--- src/rtl/multicycle_control_fsm.sv ---
// -----------------------------------------------------------------------------
// multicycle_control_fsm
//
// Control sequencer for a multicycle MIPS-subset datapath. The datapath has one
// shared memory port, one shared ALU and internal IR/A/B/ALUOut registers. This
// block walks the fetch/decode/execute/memory/write-back states and drives every
// datapath select and strobe. It also runs a watchdog on the memory handshake
// and counts retired instructions.
//
// Ports
//   clk          rising-edge clock
//   reset        asynchronous active-low reset; while it is low every output is 0
//   opcode/funct instr[31:26] / instr[5:0], taken from the IR
//   mem_ready    memory completes the pending read/write this cycle
//   memread, memwrite, iord, irwrite, pcwrite, pcwritecond, pcsrc,
//   alusrca, alusrcb, immext, alucontrol, regdst, memtoreg, regwrite
//                datapath controls (Moore; irwrite/pcwrite follow mem_ready in FETCH)
//   illegal      high while parked in ERROR
//   instret      retired-instruction counter, wraps modulo 2^CNT_W
// -----------------------------------------------------------------------------
module multicycle_control_fsm #(
  parameter int unsigned WAIT_LIMIT = 16,
  parameter int unsigned CNT_W      = 32
) (
  input  logic             clk,
  input  logic             reset,
  input  logic [5:0]       opcode,
  input  logic [5:0]       funct,
  input  logic             mem_ready,
  output logic             memread,
  output logic             memwrite,
  output logic             iord,
  output logic             irwrite,
  output logic             pcwrite,
  output logic             pcwritecond,
  output logic [1:0]       pcsrc,
  output logic             alusrca,
  output logic [1:0]       alusrcb,
  output logic [1:0]       immext,
  output logic [2:0]       alucontrol,
  output logic             regdst,
  output logic             memtoreg,
  output logic             regwrite,
  output logic             illegal,
  output logic [CNT_W-1:0] instret
);

  localparam logic [5:0] OP_RTYPE = 6'b000000;
  localparam logic [5:0] OP_J     = 6'b000010;
  localparam logic [5:0] OP_BEQ   = 6'b000100;
  localparam logic [5:0] OP_ADDI  = 6'b001000;
  localparam logic [5:0] OP_ORI   = 6'b001101;
  localparam logic [5:0] OP_LUI   = 6'b001111;
  localparam logic [5:0] OP_LW    = 6'b100011;
  localparam logic [5:0] OP_SW    = 6'b101011;

  // Last wait count that may still be followed by another wait cycle.
  localparam logic [7:0] WAIT_LAST = 8'(WAIT_LIMIT - 1);

  typedef enum logic [3:0] {
    S_FETCH   = 4'd0,
    S_DECODE  = 4'd1,
    S_MEMADR  = 4'd2,
    S_MEMRD   = 4'd3,
    S_MEMWB   = 4'd4,
    S_MEMWR   = 4'd5,
    S_EXEC    = 4'd6,
    S_ALUWB   = 4'd7,
    S_IMMEXEC = 4'd8,
    S_IMMWB   = 4'd9,
    S_BRANCH  = 4'd10,
    S_JUMP    = 4'd11,
    S_ERROR   = 4'd12
  } state_t;

  state_t           state_q, state_d;
  logic [7:0]       wait_q, wait_d;
  logic [CNT_W-1:0] instret_q, instret_d;
  logic             retire_s;

  logic       memread_s, memwrite_s, iord_s, irwrite_s, pcwrite_s, pcwritecond_s;
  logic [1:0] pcsrc_s, alusrcb_s, immext_s;
  logic       alusrca_s, regdst_s, memtoreg_s, regwrite_s, illegal_s;
  logic [2:0] alucontrol_s;
  logic [3:0] rfn_s;

  // R-type funct decode: {valid, alucontrol}.
  function automatic logic [3:0] decode_funct(input logic [5:0] f);
    logic [3:0] r;
    case (f)
      6'b100000: r = {1'b1, 3'b010};  // add
      6'b100010: r = {1'b1, 3'b110};  // sub
      6'b100100: r = {1'b1, 3'b000};  // and
      6'b100101: r = {1'b1, 3'b001};  // or
      6'b101010: r = {1'b1, 3'b111};  // slt
      default:   r = 4'b0000;
    endcase
    return r;
  endfunction

  assign rfn_s = decode_funct(funct);

  // Next-state, watchdog and retire logic.
  always_comb begin
    state_d   = state_q;
    wait_d    = 8'd0;     // any state change clears the watchdog
    retire_s  = 1'b0;
    instret_d = instret_q;
    case (state_q)
      S_FETCH: begin
        if (mem_ready) begin
          state_d = S_DECODE;
        end else if (wait_q == WAIT_LAST) begin
          state_d = S_ERROR;
        end else begin
          wait_d = wait_q + 8'd1;
        end
      end
      S_DECODE: begin
        case (opcode)
          OP_LW, OP_SW:            state_d = S_MEMADR;
          OP_RTYPE:                state_d = S_EXEC;
          OP_BEQ:                  state_d = S_BRANCH;
          OP_ADDI, OP_ORI, OP_LUI: state_d = S_IMMEXEC;
          OP_J:                    state_d = S_JUMP;
          default:                 state_d = S_ERROR;
        endcase
      end
      S_MEMADR: begin
        if (opcode == OP_LW) begin
          state_d = S_MEMRD;
        end else if (opcode == OP_SW) begin
          state_d = S_MEMWR;
        end else begin
          state_d = S_ERROR;
        end
      end
      S_MEMRD: begin
        if (mem_ready) begin
          state_d = S_MEMWB;
        end else if (wait_q == WAIT_LAST) begin
          state_d = S_ERROR;
        end else begin
          wait_d = wait_q + 8'd1;
        end
      end
      S_MEMWB: begin
        state_d  = S_FETCH;
        retire_s = 1'b1;
      end
      S_MEMWR: begin
        if (mem_ready) begin
          state_d  = S_FETCH;
          retire_s = 1'b1;
        end else if (wait_q == WAIT_LAST) begin
          state_d = S_ERROR;
        end else begin
          wait_d = wait_q + 8'd1;
        end
      end
      S_EXEC: begin
        if (rfn_s[3]) begin
          state_d = S_ALUWB;
        end else begin
          state_d = S_ERROR;
        end
      end
      S_ALUWB, S_IMMWB, S_BRANCH, S_JUMP: begin
        state_d  = S_FETCH;
        retire_s = 1'b1;
      end
      S_IMMEXEC: state_d = S_IMMWB;
      S_ERROR:   state_d = S_ERROR;
      default:   state_d = S_ERROR;
    endcase
    if (retire_s) begin
      instret_d = instret_q + CNT_W'(1);
    end else begin
      instret_d = instret_q;
    end
  end

  // Sequencer state, watchdog counter and retire counter.
  always_ff @(posedge clk or negedge reset) begin
    if (!reset) begin
      state_q   <= S_FETCH;
      wait_q    <= 8'd0;
      instret_q <= '0;
    end else begin
      state_q   <= state_d;
      wait_q    <= wait_d;
      instret_q <= instret_d;
    end
  end

  // Moore output decode; only irwrite/pcwrite in FETCH look at mem_ready.
  always_comb begin
    memread_s     = 1'b0;
    memwrite_s    = 1'b0;
    iord_s        = 1'b0;
    irwrite_s     = 1'b0;
    pcwrite_s     = 1'b0;
    pcwritecond_s = 1'b0;
    pcsrc_s       = 2'b00;
    alusrca_s     = 1'b0;
    alusrcb_s     = 2'b00;
    immext_s      = 2'b00;
    alucontrol_s  = 3'b000;
    regdst_s      = 1'b0;
    memtoreg_s    = 1'b0;
    regwrite_s    = 1'b0;
    illegal_s     = 1'b0;
    case (state_q)
      S_FETCH: begin
        memread_s    = 1'b1;
        alusrcb_s    = 2'b01;
        alucontrol_s = 3'b010;
        irwrite_s    = mem_ready;
        pcwrite_s    = mem_ready;
      end
      S_DECODE: begin
        alusrcb_s    = 2'b11;  // branch target precomputed into ALUOut
        alucontrol_s = 3'b010;
      end
      S_MEMADR: begin
        alusrca_s    = 1'b1;
        alusrcb_s    = 2'b10;
        alucontrol_s = 3'b010;
      end
      S_MEMRD: begin
        memread_s = 1'b1;
        iord_s    = 1'b1;
      end
      S_MEMWB: begin
        memtoreg_s = 1'b1;
        regwrite_s = 1'b1;
      end
      S_MEMWR: begin
        memwrite_s = 1'b1;
        iord_s     = 1'b1;
      end
      S_EXEC: begin
        alusrca_s    = 1'b1;
        alucontrol_s = rfn_s[2:0];
      end
      S_ALUWB: begin
        regdst_s   = 1'b1;
        regwrite_s = 1'b1;
      end
      S_IMMEXEC: begin
        alusrca_s = 1'b1;
        alusrcb_s = 2'b10;
        case (opcode)
          OP_ORI: begin
            immext_s     = 2'b01;
            alucontrol_s = 3'b001;
          end
          OP_LUI: begin
            // rs is $0 in lui encodings, so OR passes the shifted immediate.
            immext_s     = 2'b10;
            alucontrol_s = 3'b001;
          end
          default: begin
            immext_s     = 2'b00;
            alucontrol_s = 3'b010;
          end
        endcase
      end
      S_IMMWB: regwrite_s = 1'b1;
      S_BRANCH: begin
        alusrca_s     = 1'b1;
        alucontrol_s  = 3'b110;
        pcsrc_s       = 2'b01;
        pcwritecond_s = 1'b1;
      end
      S_JUMP: begin
        pcsrc_s   = 2'b10;
        pcwrite_s = 1'b1;
      end
      S_ERROR: illegal_s = 1'b1;
      default: illegal_s = 1'b1;
    endcase
  end

  // Gate with reset so every strobe drops the instant reset is asserted.
  assign memread     = reset & memread_s;
  assign memwrite    = reset & memwrite_s;
  assign iord        = reset & iord_s;
  assign irwrite     = reset & irwrite_s;
  assign pcwrite     = reset & pcwrite_s;
  assign pcwritecond = reset & pcwritecond_s;
  assign pcsrc       = {2{reset}} & pcsrc_s;
  assign alusrca     = reset & alusrca_s;
  assign alusrcb     = {2{reset}} & alusrcb_s;
  assign immext      = {2{reset}} & immext_s;
  assign alucontrol  = {3{reset}} & alucontrol_s;
  assign regdst      = reset & regdst_s;
  assign memtoreg    = reset & memtoreg_s;
  assign regwrite    = reset & regwrite_s;
  assign illegal     = reset & illegal_s;
  assign instret     = instret_q;

endmodule

--- config.mk ---
export PLATFORM = sky130hd
export DESIGN_NAME = multicycle_control_fsm
export DESIGN_NICKNAME = d
export VERILOG_FILES = /design/src/rtl/multicycle_control_fsm.sv
export SDC_FILE = /design/constraint.sdc
export NUM_CORES = 1
export LEC_CHECK = 0
export ABC_CLOCK_PERIOD_IN_PS = 2050
export CORE_MARGIN = 5
export CORE_UTILIZATION = 30
export CTS_CLUSTER_DIAMETER = 40
export DETAILED_ROUTE_END_ITERATION = 16
export GPL_ROUTABILITY_DRIVEN = 1
export PLACE_DENSITY = 0.63
export REMOVE_ABC_BUFFERS = 1
export SYNTH_ARGS = -nofsm -noshare
export SYNTH_HDL_FRONTEND = slang
export SYNTH_SLANG_ARGS = --single-unit
--- constraint.sdc ---
create_clock -name clk -period 2.05 [get_ports clk]
set_input_delay 0.41 -clock clk [delete_from_list [all_inputs] [get_ports clk]]
set_output_delay 0.41 -clock clk [all_outputs]
set_load 0.01 [all_outputs]
==> impl_metrics.ini <==
[outcome]
outcome = finished with violations
violations = setup timing

[route]
ant_nets = 0
post-route-drc-count = 0
dr.pass1.iters = 4
dr.first_iter.drc_count = 66
routed_wl_um = 6810
wl_per_cell_um = 13.4
vias = 2464
via_per_inst = 4.84

[floorplan]
die_w_um = 103
start_util_pct = 31.1
ioPinCount = 67
fp-row-count = 33
dieArea_sq_mm = 0.0106
die_y_um = 103
core-area_sq_mm = 0.00830

[power_and_ir_drop]
p_sw_share_pct = 36.4
power.switching_uw = 1430
seqPwrFrac_pct = 28.8
p_clk_share_pct = 17.2
peakVddDrop_mv = 0.368
p_int_uw = 2500
leakagePower_uw = 0.00174
comb_power_share_pct = 54.0
p_per_area_mw_per_mm2 = 969

[logic_synthesis]
ys_types = 50
synth.avg_cell_area_sq_um = 9.45
ys_warn_count = 0
synth_cells = 273
synthArstFlopShare_pct = 100
synth_edf_count = 0
yosys_most_used_dff = dfrtp_1
seq_area_frac_synth_pct = 42.7
syn-cell-area_sq_mm = 0.00258
ys_ff_latch = 44

[placed_design]
dpl.hpwl_um = 4960
dp_cells = 481
place_congestion = 0.876
pre_cts_ws_ps = -562
portBuffers = 66

[layout]
layout_commonest_cell = buf_4
fin_nets = 420
final_util_pct = 48.8
diodes = 0
ff_latch_area_sq_mm = 0.00110
multi_input_area_sq_mm = 0.00153
n_fill_cell = 788
layout_common_cells = 61 x buf_4, 42 x dfrtp_1, 40 x clkdlybuf4s50_1
drive_gt1_share_pct = 31.9
final_cells = 509
synthToLayoutAreaGrowth_pct = 57.2

[timing]
finalCriticalPeriod_ps = 2100
setup_slack_ps = -53.0
relSlewSlack_pct = 68.6
fin_hold_ws_ps = 176
rsz0062_at_grt = true
hold_viol_final = 0
timing.fmax_ghz = 0.476
tightest_slew_ps = 471
setup_viol = 6
fin_skew_ps = 12.7
fin_crit_sh_pct = 103
slew_viol_final = 0

[critical_path]
critical-path-slowest-cell = or4_4
reg2reg_depth = 7
critPathMaxStageDelay_ps = 530
crit_arrival_ps = 2290
path_cells = buf_6 > buf_8 > and2_4 > or3_4 > or4_4 > buf_4 > xnor2_1
cp_top_family = simple AND/OR/NAND/NOR gates
worst-path-buf-inv = 3
end_kind = register
cp_max_fo = 6
required_ps = 2240
r2r_setup_slack_ps = -50
critPathKind = reg2reg
cp-start-kind = register
r2r-end = instret[9]
rr_startpoint = state_q[3]

[clock_network]
cts_max_level = 2
cts_tree = built
cts.path.max_buffers = 2
clk_latency_ps = 300
cts.hold.buffers_added = 0
cts_num_sinks = 44
cts_made_buffers = 5
clk_pin_slew_ps = 90
cts_root_buf = clkbuf_8

[global_routing]
grt_pass1_vias = 2368
grtUsageTotal_pct = 12.8
overflow = 0
grt_start_max_net_pins = 39
antenna_found_initial = 0
grt_pass1_wl_um = 11100

[min_path]
worstHoldPathType = in2async

[flow_run]
maxCapViolCount = 0
==> cell type report <==
cell class | instances | share of cell area, %
Clock inverter | 3 | 1.14
Inverter | 4 | 0.370
Multi-Input combinational cell | 213 | 37.8
Clock buffer | 5 | 1.70
Tap cell | 105 | 3.24
Timing Repair Buffer | 135 | 28.6
Sequential cell | 44 | 27.2
==> cell usage after synthesis (all sizes together) (9+ instances only) <==
master	number	area, sq um
nor2	27	104
dfrtp	44	1100
nor3	16	85.1
nand4	10	62.6
o21ai	10	50.0
xor2	11	96.3
nand2	18	67.6
xnor2	28	245
a21oi	9	45.0
nand3	21	105
==> stage by stage <==
step                TNS [ps]  power [uW]  cell area [sq um]
floorplan              -13.8        1960               2510
global placement      -10820        2870               3670
detailed placement    -11490        2890               3670
CTS                     -211        3700               3890
global route           -1030        4200               4050
finish                  -153        3930               4050
==> worst register-to-register path, cell delays in order (launching register included) <==
cell     delay, ps
dfrtp_1        420
buf_6          150
buf_8          130
and2_4         140
or3_4          370
or4_4          540
buf_4          160
xnor2_1        110
==> state kept, by name, indices dropped and copies added (netlist names) <==
| register | cells |
|---|---|
| state_q | 4 |
| wait_q | 8 |
| instret | 32 |
==> worst max path at each step <==
stage	slack, ps	startpoint	cells after the start	end
floorplan	-9	state_q[2]	5	instret[13]
global placement	-500	opcode[2]	7	alucontrol[0]
detailed placement	-560	opcode[2]	7	alucontrol[0]
CTS	-70	state_q[3]	6	alucontrol[1]
global route	-120	state_q[3]	7	instret[13]
finish	-50	state_q[3]	7	instret[9]
==> layer usage <==
layer | vias to the layer above | global-route usage [%] | routed length, um
met3 | 4 | 2.57 | 318
li1 | 1232 | - | -
met5 | - | 0 | 0
met4 | 0 | 3.13 | 44
met2 | 44 | 20.9 | 3230
met1 | 1184 | 17.6 | 3220
==> power groups by stage <==
stage                     Sequential [uW]  Combinational [uW]  Clock [uW]
after floorplan                      1230                 724           0
after global placement               1140                1740           0
after detailed placement             1140                1750           0
after CTS                            1130                1860         704
after global routing                 1160                2290         744
final                                1130                2120         674
==> cells by family (layout without fill, tap and decap cells) <==
group	count (synthesis)	in the layout	share of synthesized area, %
simple gates	137	137	30.9
flops	44	44	42.7
xor+xnor	39	39	13.2
compound gates	32	32	7.76
buf+inv	16	147	3.11
mux	3	3	1.31
fa+ha+maj	2	2	0.970
==> repair_timing <==
action | 4_1_cts | 5_1_grt
setup endpoints to repair | 42 | 38
pin swaps | 6 | 13
setup buffers | 11 | 8
cloned | 0 | 1
gates resized for setup | 74 | 37
Note: power is estimated with default switching activity, not from simulation.
